**config.mk**
```make
export PLATFORM = sky130hd
export DESIGN_NAME = ctrl_frame_parser
export DESIGN_NICKNAME = d
export VERILOG_FILES = /design/src/rtl/ctrl_frame_parser.sv
export SDC_FILE = /design/constraint.sdc
export NUM_CORES = 1
export LEC_CHECK = 0
export ABC_AREA = 1
export CELL_PAD_IN_SITES_DETAIL_PLACEMENT = 1
export CELL_PAD_IN_SITES_GLOBAL_PLACEMENT = 1
export CORE_ASPECT_RATIO = 1.5
export CORE_MARGIN = 10
export CORE_UTILIZATION = 46
export CTS_CLUSTER_DIAMETER = 50
export CTS_CLUSTER_SIZE = 28
export DETAILED_ROUTE_END_ITERATION = 8
export GPL_TIMING_DRIVEN = 0
export PLACE_DENSITY_LB_ADDON = 0.1
export SYNTH_ARGS = -nofsm -noshare
export SYNTH_HDL_FRONTEND = slang
export SYNTH_SLANG_ARGS = --single-unit
```
**constraint.sdc**
```tcl
create_clock -name clk_in -period 4.53 [get_ports clk_in]
set_input_delay 0.453 -clock clk_in [delete_from_list [all_inputs] [get_ports clk_in]]
set_output_delay 0.453 -clock clk_in [all_outputs]
set_load 0.01 [all_outputs]
```
**src/rtl/ctrl_frame_parser.sv**
```systemverilog
// ctrl_frame_parser: assembles SYNC/x/y/btn/chk frames from the SPI byte stream into controller state; CTRL_EDGE_EN adds buttons_pressed_out.
// Latency: controller_out and frame_valid_out update one cycle after the checksum byte strobe.
// Backpressure: none; every byte_valid_in strobe is consumed, back-to-back strobes included.
module ctrl_frame_parser #(
    parameter logic [7:0] SYNC_BYTE      = 8'hA5,
    parameter int         TIMEOUT_CYCLES = 2000,
    parameter int         STALE_CYCLES   = 1_000_000,
    parameter logic [7:0] NEUTRAL_XY     = 8'h80
) (
    input  logic        clk_in,
    input  logic        rst_in,
    input  logic [7:0]  byte_in,
    input  logic        byte_valid_in,
    output logic [23:0] controller_out,
    output logic        frame_valid_out,
    output logic        link_up_out,
    output logic [7:0]  err_count_out
`ifdef CTRL_EDGE_EN
    ,
    output logic [7:0]  buttons_pressed_out
`endif
);

    typedef struct packed {
        logic [7:0] joystick_x;
        logic [7:0] joystick_y;
        logic [7:0] buttons;
    } controller_t;

    typedef enum logic [2:0] {SYNC, GET_X, GET_Y, GET_BTN, GET_CHK} state_t;

    localparam int TW = $clog2(TIMEOUT_CYCLES + 1);
    localparam int SW = $clog2(STALE_CYCLES + 1);
    localparam controller_t NEUTRAL = controller_t'({NEUTRAL_XY, NEUTRAL_XY, 8'h00});

    state_t      state, state_nxt;
    controller_t shadow;
    controller_t ctrl_q;
    logic [TW-1:0] tmo_cnt;
    logic [SW-1:0] stale_cnt;
    logic [7:0]  chk_sum;
    logic        timeout_fire;
    logic        frame_good;
    logic        chk_bad;
    logic        stale_expire;

    always_comb begin
        state_nxt    = state;
        chk_sum      = shadow.joystick_x + shadow.joystick_y + shadow.buttons;
        timeout_fire = (state != SYNC) && !byte_valid_in && (tmo_cnt == TW'(TIMEOUT_CYCLES));
        frame_good   = (state == GET_CHK) && byte_valid_in && (byte_in == chk_sum);
        chk_bad      = (state == GET_CHK) && byte_valid_in && (byte_in != chk_sum);
        stale_expire = !frame_good && (stale_cnt == SW'(STALE_CYCLES - 1));
        if (timeout_fire) begin
            state_nxt = SYNC;
        end else if (byte_valid_in) begin
            case (state)
                SYNC:    state_nxt = (byte_in == SYNC_BYTE) ? GET_X : SYNC;
                GET_X:   state_nxt = GET_Y;
                GET_Y:   state_nxt = GET_BTN;
                GET_BTN: state_nxt = GET_CHK;
                GET_CHK: state_nxt = SYNC;
                default: state_nxt = SYNC;
            endcase
        end
    end

    always_ff @(posedge clk_in or negedge rst_in) begin
        if (!rst_in) begin
            state <= SYNC;
        end else begin
            state <= state_nxt;
        end
    end

    // tmo_cnt holds the cycles elapsed since the last strobe, the current cycle included.
    always_ff @(posedge clk_in or negedge rst_in) begin
        if (!rst_in) begin
            shadow          <= '0;
            ctrl_q          <= NEUTRAL;
            frame_valid_out <= 1'b0;
            link_up_out     <= 1'b0;
            err_count_out   <= 8'h00;
            tmo_cnt         <= '0;
            stale_cnt       <= '0;
        end else begin
            frame_valid_out <= frame_good;

            if (byte_valid_in) begin
                case (state)
                    GET_X:   shadow.joystick_x <= byte_in;
                    GET_Y:   shadow.joystick_y <= byte_in;
                    GET_BTN: shadow.buttons    <= byte_in;
                    default: ;
                endcase
            end

            if (byte_valid_in) begin
                tmo_cnt <= TW'(1);
            end else if (state == SYNC || timeout_fire) begin
                tmo_cnt <= '0;
            end else begin
                tmo_cnt <= tmo_cnt + TW'(1);
            end

            if ((chk_bad || timeout_fire) && err_count_out != 8'hFF) begin
                err_count_out <= err_count_out + 8'd1;
            end

            if (frame_good) begin
                ctrl_q      <= shadow;
                link_up_out <= 1'b1;
                stale_cnt   <= '0;
            end else if (stale_cnt != SW'(STALE_CYCLES)) begin
                stale_cnt <= stale_cnt + SW'(1);
                if (stale_expire) begin
                    link_up_out <= 1'b0;
                    ctrl_q      <= NEUTRAL;
                end
            end
        end
    end

    assign controller_out = ctrl_q;

`ifdef CTRL_EDGE_EN
    logic [7:0] prev_buttons;

    // prev_buttons is wiped on link loss so the first frame after link-up reports every held button.
    always_ff @(posedge clk_in or negedge rst_in) begin
        if (!rst_in) begin
            prev_buttons        <= 8'h00;
            buttons_pressed_out <= 8'h00;
        end else begin
            buttons_pressed_out <= frame_good ? (shadow.buttons & ~prev_buttons) : 8'h00;
            if (frame_good) begin
                prev_buttons <= shadow.buttons;
            end else if (stale_expire) begin
                prev_buttons <= 8'h00;
            end
        end
    end
`endif

endmodule

```
# Yosys cells after proc, flatten, opt, wreduce, memory -nomap -nowiden

Cells that the tools add are included.

Add/subtract/negate cells: 5
Eq/ne operators: 11
Muxes and demuxes: 14
Reduce and logical (&&, ||, !) cells: 20

Operators by type and width:

| cell                                                            | count |
|---|---|
| 24-bit two-way mux                                              | 3 |
| 20-bit two-way mux                                              | 2 |
| 11-bit two-way mux                                              | 2 |
| 20-bit by 1-bit adder with 20-bit output, second input constant | 1 |
| 20-bit == test, second input constant                           | 1 |
| 20-bit != test, second input constant                           | 1 |
| 8-bit adder                                                     | 2 |
| 3-bit one-hot mux with 4 select lines                           | 1 |
| 11-bit by 1-bit adder with 11-bit output, second input constant | 1 |
| 11-bit == test, second input constant                           | 1 |
| 8-bit by 1-bit adder with 8-bit output, second input constant   | 1 |
| 8-bit == test                                                   | 1 |
| 8-bit == test, second input constant                            | 1 |
| 8-bit != test                                                   | 1 |
| 8-bit != test, second input constant                            | 1 |
| 2-bit AND reduction                                             | 4 |
| 1-bit logical AND                                               | 7 |
| 3-bit by 2-bit == test with 1-bit output, second input constant | 2 |
| 3-bit two-way mux                                               | 2 |
| 2-bit nonzero test                                              | 3 |
| 1-bit two-way mux                                               | 4 |
| 3-bit by 1-bit == test with 1-bit output, second input constant | 1 |
| 3-bit == test, second input constant                            | 1 |
| 3-bit zero test                                                 | 1 |
| 3 further kinds                                                 | 5 |

Output and inout bits: 34
Bits of input ports: 11
Word-level logic and storage cells: 62
Bits in registers: 92

# Depth between registers and ports, before layout

Gate-level depths: netlist of run 1.

Depth after elaboration: 9
Mapped depth: 20
Depth with buffers taken out: 19

# Least setup slack after synthesis of run 1

Ideal clock, no wire load.

Kind: register to register
Start point: register shadow[1] in the netlist's numbering
End point: register ctrl_q (netlist bit controller_out[16])
Setup time: 0.122 ns
Data arrival time: 2.542 ns
Stages on the path, launching flop included: 14
Slack: 1.866 ns
Buffers on the path: 1
Data required time: 4.408 ns
Period minus slack after synthesis: 2.664 ns
Path through: dfrtp_1 -> fa_1 -> ha_1 -> fa_1 -> nand2_1 -> nand2_1 -> nand3_1 -> nor2_1 -> nand2_1 -> nor2_2 -> nand4_4 -> buf_2 -> nand3_1 -> o21ai_1

Cells in the longest elaborated chain, start to end: 7
Elaborated cells on any way between the ends: 9
Those cells by class: 1 x add/sub; 1 x eq/ne; 1 x mux; 6 x reduce/logical

RTL lines:

| what                          | RTL line | source |
|---|---|---|
| start: declaration            | 37       | `controller_t shadow;` |
| 8-bit adder *                 | 49       | `chk_sum = shadow.joystick_x + shadow.joystick_y + shadow.buttons;` |
| 8-bit == test *               | 51       | `frame_good = (state == GET_CHK) && byte_valid_in && (byte_in == chk_sum);` |
| 1-bit logical AND *           | 51       |  |
| 1-bit zero test               | 53       | `stale_expire = !frame_good && (stale_cnt == SW'(STALE_CYCLES - 1));` |
| 1-bit logical AND             | 53       |  |
| 2-bit nonzero test (no line)  | n/a      |  |
| 2-bit AND reduction (no line) | n/a      |  |
| end signal: assignment        | 111      | `ctrl_q <= shadow;` |
| end: declaration              | 38       | `controller_t ctrl_q;` |

Every way passes the cells marked *; elsewhere a longest branch is shown, timed or not.
A chain may end at the register's enable or synchronous reset.

# Worst setup path in the final report of run 1

Start point: register shadow[1] in the netlist's numbering
End point: register stale_cnt[19]

Cells in the longest elaborated chain, start to end: 4
Elaborated cells on any way between the ends: 5
Those cells by class: 1 x add/sub; 1 x eq/ne; 1 x mux; 2 x reduce/logical

RTL lines:

| what                                                            | RTL line | source |
|---|---|---|
| 8-bit adder *                                                   | 49       |  |
| 8-bit == test *                                                 | 51       |  |
| 1-bit logical AND *                                             | 51       |  |
| net frame_good                                                  | 43       | `logic frame_good;` |
| 20-bit two-way mux / 2-bit nonzero test (equally long branches) | n/a      |  |
| end signal: assignment                                          | 115      | `stale_cnt <= stale_cnt + SW'(1);` |
| end: declaration                                                | 40       | `logic [SW-1:0] stale_cnt;` |

Mark *: on every way through the listed nets, which the timed path passes. The rest lies on a longest branch.

==> flow_metrics.py, run 1 <==
metrics = {
    "final_layout": {
        "nets": 666,
        "drive_above_1_share": 0.0484,
        "area_growth_pct": 19.2,
        "antenna_cells": 0,
        "final_util": 0.558,
        "fill_cells": 1234,
        "layoutNonFillerInstCount": 757,
    },
    "sta": {
        "rsz0062_at_grt": "no",
        "setup_viol": 0,
        "tightest_slew_ns": 0.727,
        "max_slew_margin": 0.511,
        "fin_ws_ns": 1.42,
        "post-route-min-period_ns": 3.11,
        "period_share": 0.687,
        "clock_skew_ns": 0.00882,
        "slew_violations": 0,
        "hold_violations": 0,
        "setup_tns_ns": 0,
        "fmax_mhz": 321,
    },
    "floorplanning": {
        "die-area_mm2": 0.0148,
        "ioPinCount": 45,
        "coreArea_mm2": 0.0101,
        "die_w_um": 103,
        "die_h_um": 144,
        "start_util": 0.468,
        "rows": 45,
    },
    "cts": {
        "h-tree-depth": 3,
        "tritoncts": "done",
        "clock-sinks": 92,
        "clockRootBuffer": "clkbuf_16",
        "post_cts_buffers": 0,
        "ctsResizeCount": 0,
        "cts.clk_slew.worst_paths_ns": 0.06,
        "hold_buffers": 0,
        "clock_latency_ns": 0.35,
        "cts_buffer_depth": 2,
        "cts_buffers": 9,
    },
    "power_and_ir_drop": {
        "seq_power_share": 0.352,
        "p_int_mw": 1.91,
        "p_per_area_mw_per_mm2": 575,
        "peakVddDrop_v": 0.000271,
        "pwr-share-clk": 0.236,
        "finalPower_mw": 3.23,
        "sw_frac_of_total": 0.410,
        "p_leak_nw": 2.75,
        "p_switching_mw": 1.33,
        "pwr-share-comb": 0.412,
    },
    "critical_path": {
        "slowest_stage": "fa_1",
        "cp-end-kind": "register",
        "arrival_ns": 3.33,
        "crit_fanout": 10,
        "setup.worst_path.start_class": "register",
        "crit_required_ns": 4.75,
        "critPathTopFamily": "adder cells",
        "path_buf_inv": 2,
        "path_cells": "fa_1 > ha_1 > fa_1 > nand2_1 > nand2_1 > nand2_1 > nand2_1 > nor2_1 > nand2_1 > nor2_2 > nand4_4 > inv_4 > buf_4 > nor3_1",
        "setup.worst_path.class": "register to register",
        "cp_slowest_stage_delay_ns": 0.49,
        "crit_top_cell": "nand2_1",
    },
    "placement": {
        "place_ws_ns": 1.42,
        "gp_congestion": 0.875,
        "port_buffers": 44,
        "dp_cells": 742,
        "hpwlAfterDp_um": 9730,
    },
    "global_route": {
        "antenna_found_initial": 0,
        "grt-ovfl-total": 0,
        "first_global_vias": 4465,
        "grt_max_degree": 65,
        "grt_pass1_wl_um": 21200,
        "grt_use_total": 0.181,
    },
    "min_path": {
        "hp-class": "input port to asynchronous set/reset pin",
    },
    "logic_synthesis": {
        "yosysWarnings": 0,
        "synth.avg_cell_area_um2": 8.13,
        "syn-cell-area_mm2": 0.00472,
        "seq_area_frac_synth": 0.489,
        "syn_nets": 610,
        "synthCells": 580,
        "synthDistinctLibCells": 30,
        "synth_seq_cells": 92,
    },
    "route": {
        "wire_per_inst_um": 16.9,
        "vias": 4100,
        "ant_nets": 0,
        "drt_first_iter_violations": 78,
        "drc_errors": 0,
        "vias_per_cell": 5.42,
        "drtPass1Iterations": 4,
        "routed_wl_um": 12800,
    },
    "run": {
        "maxCapViolCount": 0,
    },
    "run_status": {
        "status": "finished, final reports clean",
    },
}
[cells by family (layout without fill, tap and decap cells)]
| group | count (synthesis) | after routing | share of synthesized area |
|---|---|---|---|
| AOI/OAI and AO/OA | 58 | 58 | 0.0647 |
| xor gates and xnor gates | 15 | 15 | 0.0279 |
| adders and majority gates | 19 | 19 | 0.0631 |
| buffers and inverters | 89 | 149 | 0.0751 |
| DFF | 92 | 92 | 0.489 |
| and+or+nand+nor | 307 | 307 | 0.281 |
[metal layers]
| metal | vias up | routed length [um] | track usage |
|---|---|---|---|
| li1 | 1973 | - | - |
| met1 | 2042 | 5080 | 0.188 |
| met2 | 59 | 6950 | 0.342 |
| met3 | 26 | 357 | 0.0229 |
| met4 | 0 | 372 | 0.0902 |
| met5 | - | 0 | 0 |
[placed cells by master, fill, tap and decap left out, types with 3 or more instances in the layout]
master           count
clkdlybuf4s50_1     43
inv_1               76
nor4_1               5
buf_2                5
nand3_1             64
clkbuf_1             6
a21oi_1             15
nor2_2               3
o21ai_0             33
clkbuf_16            9
nor2_1              39
nand4_1             10
xor2_1               8
ha_1                11
o21ai_1              4
nand2_1            167
xnor2_1              7
nor3_1              15
fa_1                 8
dfrtp_1             90
[worst register-to-register path, delay by kind of cell (launching register included)]
kind	cells	cell delay, ns
DFF	1	0.42
buffers and inverters	2	0.38
and+or+nand+nor	9	0.97
adders and majority gates	3	1.22
[area by class of cell]
type | instances | area (um^2) | area share
timing repair buffer | 45 | 465 | 0.0828
clock buffer | 12 | 246 | 0.0438
tap | 117 | 146 | 0.0260
inverter | 78 | 295 | 0.0525
sequential | 92 | 2300 | 0.410
multi-input combinational | 399 | 2060 | 0.366
buffer | 11 | 58.8 | 0.0105
clock inverter | 3 | 46.3 | 0.00824
[power by group through the flow]
stage               combinational [mW]  sequential (mW)  clock (mW)
floorplan                        0.964             1.11           0
global placement                  1.22             1.14           0
detailed placement                1.31             1.15           0
CTS                               1.35             1.14       0.779
global route                      1.51             1.16       0.804
finish                            1.33             1.14       0.764
[path summary, 6_finish.rpt]
kind	from	end	cells past startpoint	slack [ns]
setup / recovery	shadow[1]	stale_cnt[19]	14	1.42
hold / removal	rst_in	controller_out[20]	1	0.03
setup reg to reg	shadow[1]	stale_cnt[19]	14	1.42
hold reg to reg	shadow[0]	shadow[0]	2	0.50
max in group asynchronous	rst_in	controller_out[23]	2	3.80
min in group clk_in	shadow[0]	shadow[0]	2	0.50
[flip-flops by register name, summed over array words and instances (netlist names)]
signal and cells:
link_up_out 1, stale_cnt 20, tmo_cnt 11, state 3, frame_valid_out 1, err_count_out 8
controller_out 24, shadow 24
[cell usage after synthesis, drive strengths merged]
cell type | number | share of area
nand2 | 167 | 0.13
inv | 78 | 0.063
o21ai | 37 | 0.039
xnor2 | 7 | 0.013
o211ai | 2 | 0.0032
nor4 | 5 | 0.0066
nor3b | 2 | 0.0032
nor2 | 42 | 0.035
nand4 | 11 | 0.018
o21a | 2 | 0.0032
nand3 | 64 | 0.068
a31oi | 1 | 0.0013
clkbuf | 4 | 0.0032
fa | 8 | 0.034
a21oi | 16 | 0.018
dfstp | 2 | 0.011
dfrtp | 90 | 0.48
xor2 | 8 | 0.015
nor3 | 15 | 0.016
buf | 7 | 0.0093
ha | 11 | 0.029
or2 | 1 | 0.0013
[stage by stage]
step           instance area, um^2  hold WS [ns]
2_1_floorplan                 4720         0.157
3_3_place_gp                  5300         0.465
6_report                      5620        0.0304
5_1_grt                       5620        0.0536
3_5_place_dp                  5330         0.411
4_1_cts                       5620        0.0391
Power figures use the tool's default switching activity.
==> run 2, diff against run 1 <==
Settings changed: CORE_UTILIZATION 46 to 43.
Clock period 4.53 ns to 3.1 ns, I/O delays scaled along.
==> flow_metrics.py, run 2 (synthesis gave the netlist of run 1 again) <==
metrics = {
    "run_status": {
        "status": "finished, final reports clean",
    },
    "cts": {
        "h-tree-depth": 3,
        "cts_buffer_depth": 2,
        "clockRootBuffer": "clkbuf_16",
        "clock-sinks": 92,
        "cts_buffers": 9,
        "tritoncts": "done",
        "clock_latency_ns": 0.35,
        "cts.clk_slew.worst_paths_ns": 0.06,
    },
    "final_layout": {
        "multi_input_area_mm2": 0.00208,
        "drive_above_1_share": 0.0605,
        "final_area_mm2": 0.00570,
        "antenna_cells": 0,
        "final_util": 0.535,
        "fill_cells": 1300,
        "mostFrequentLayoutCell": "nand2_1",
        "seq_area_mm2": 0.00230,
        "area_growth_pct": 20.8,
        "nets": 670,
        "final_cell_mix": "nand2_1 (166), dfrtp_1 (90), inv_1 (76)",
        "layoutNonFillerInstCount": 789,
    },
    "power_and_ir_drop": {
        "p_switching_mw": 1.99,
        "finalPower_mw": 4.74,
        "sw_frac_of_total": 0.419,
        "p_per_area_mw_per_mm2": 831,
        "pwr-share-clk": 0.218,
        "p_int_mw": 2.75,
        "peakVddDrop_v": 0.000343,
        "pwr-share-comb": 0.431,
        "p_leak_nw": 2.76,
        "seq_power_share": 0.351,
    },
    "sta": {
        "post-route-min-period_ns": 2.93,
        "fmax_mhz": 341,
        "tightest_slew_ns": 0.624,
        "period_share": 0.945,
        "slew_violations": 0,
        "setup_viol": 0,
        "clock_skew_ns": 0.00687,
        "hold_violations": 0,
        "setup_tns_ns": 0,
        "max_slew_margin": 0.580,
    },
    "critical_path": {
        "setup.worst_path.class": "register to register",
        "r2r_slack_ns": 0.17,
        "r2r_start": "shadow[17]",
        "crit_required_ns": 3.33,
        "crit_fanout": 10,
        "r2r_end": "controller_out[2]",
        "arrival_ns": 3.16,
        "reg2reg_depth": 13,
        "setup.worst_path.start_class": "register",
        "cp-end-kind": "register",
    },
    "global_route": {
        "grt_pass1_wl_um": 22000,
        "grt_max_degree": 72,
        "antenna_found_initial": 0,
        "grt_use_total": 0.172,
        "first_global_vias": 4563,
        "grt-ovfl-total": 0,
    },
    "placement": {
        "port_buffers": 44,
        "dp_cells": 769,
        "gp_congestion": 0.803,
        "hpwlAfterDp_um": 9630,
        "postPlaceCellArea_mm2": 0.00536,
    },
    "floorplanning": {
        "die_w_um": 106,
        "ioPinCount": 45,
        "die-area_mm2": 0.0156,
        "coreArea_mm2": 0.0106,
        "die_h_um": 148,
        "rows": 46,
        "start_util": 0.443,
    },
    "route": {
        "ant_nets": 0,
        "drtPass1Iterations": 4,
        "routed_wl_um": 12900,
        "wire_per_inst_um": 16.4,
        "drc_errors": 0,
        "vias_per_cell": 5.22,
        "vias": 4121,
        "drt_first_iter_violations": 124,
    },
    "min_path": {
        "hp-class": "input port to asynchronous set/reset pin",
    },
    "run": {
        "maxCapViolCount": 0,
    },
}
run 2: area by class of cell:
type / instances / area share
Tap cell: 144 / 0.0316
Clock buffer: 12 / 0.0433
Multi-Input combinational cell: 399 / 0.366
Clock inverter: 4 / 0.00439
Inverter: 78 / 0.0518
Buffer: 11 / 0.0112
Timing Repair Buffer: 49 / 0.0874
Sequential cell: 92 / 0.405
run 2: power groups by stage:
stage               Clock [mW]  Sequential (mW)  Combinational (mW)
finish                    1.03             1.66                2.04
global route              1.10             1.70                2.34
CTS                       1.05             1.66                1.99
detailed placement           0             1.68                1.94
global placement             0             1.66                1.83
floorplan                    0             1.62                1.41
run 2: what timing repair did:
action,in CTS,in global routing
pin swaps,0,3
gates resized for setup,1,8
endpoints found under the hold margin,21,0
hold buffers,1,0
setup buffers,2,1
endpoints found under the setup margin,20,51
run 2: per-stage QoR:
step	hold slack (ns)	worst slack [ns]
2_1_floorplan	0.0144	0.436
6_report	0.418	0.171
5_1_grt	0.431	-0.0176
3_3_place_gp	0.465	-1.75
3_5_place_dp	0.234	0.00932
4_1_cts	0.416	0.0273
run 2: worst max-delay path by stage:
stage / start / endpoint / slack, ns / cells after the start
after detailed placement: shadow[1] / controller_out[7] / 0.009 / 14
after global placement: rst_in / err_count_out[1] / -1.75 / 1
after floorplan: shadow[1] / controller_out[16] / 0.44 / 13
after global routing: shadow[17] / err_count_out[2] / -0.02 / 15
final: shadow[17] / controller_out[2] / 0.17 / 13
after CTS: shadow[1] / stale_cnt[0] / 0.03 / 14
run 2: per-layer routing:
| layer | part of all wire | GRT usage | up-vias |
|---|---|---|---|
| met2 | 0.55 | 0.310 | 66 |
| met1 | 0.39 | 0.184 | 2049 |
| met5 | 0 | 0 | - |
| met4 | 0.035 | 0.0863 | 0 |
| met3 | 0.034 | 0.0368 | 31 |
| li1 | - | - | 1975 |
run 2: critical path, stage by stage, from the launching register on:
cell and delay [ns]:
dfrtp_1 0.41, fa_1 0.54, ha_4 0.20, fa_2 0.54, nand2_1 0.07, nand2_1 0.07
nand3_1 0.09, nor2_2 0.11, nand2_2 0.08, nor2_4 0.12, nand4_4 0.17, buf_2 0.25
nand3_1 0.10, nand2_1 0.07
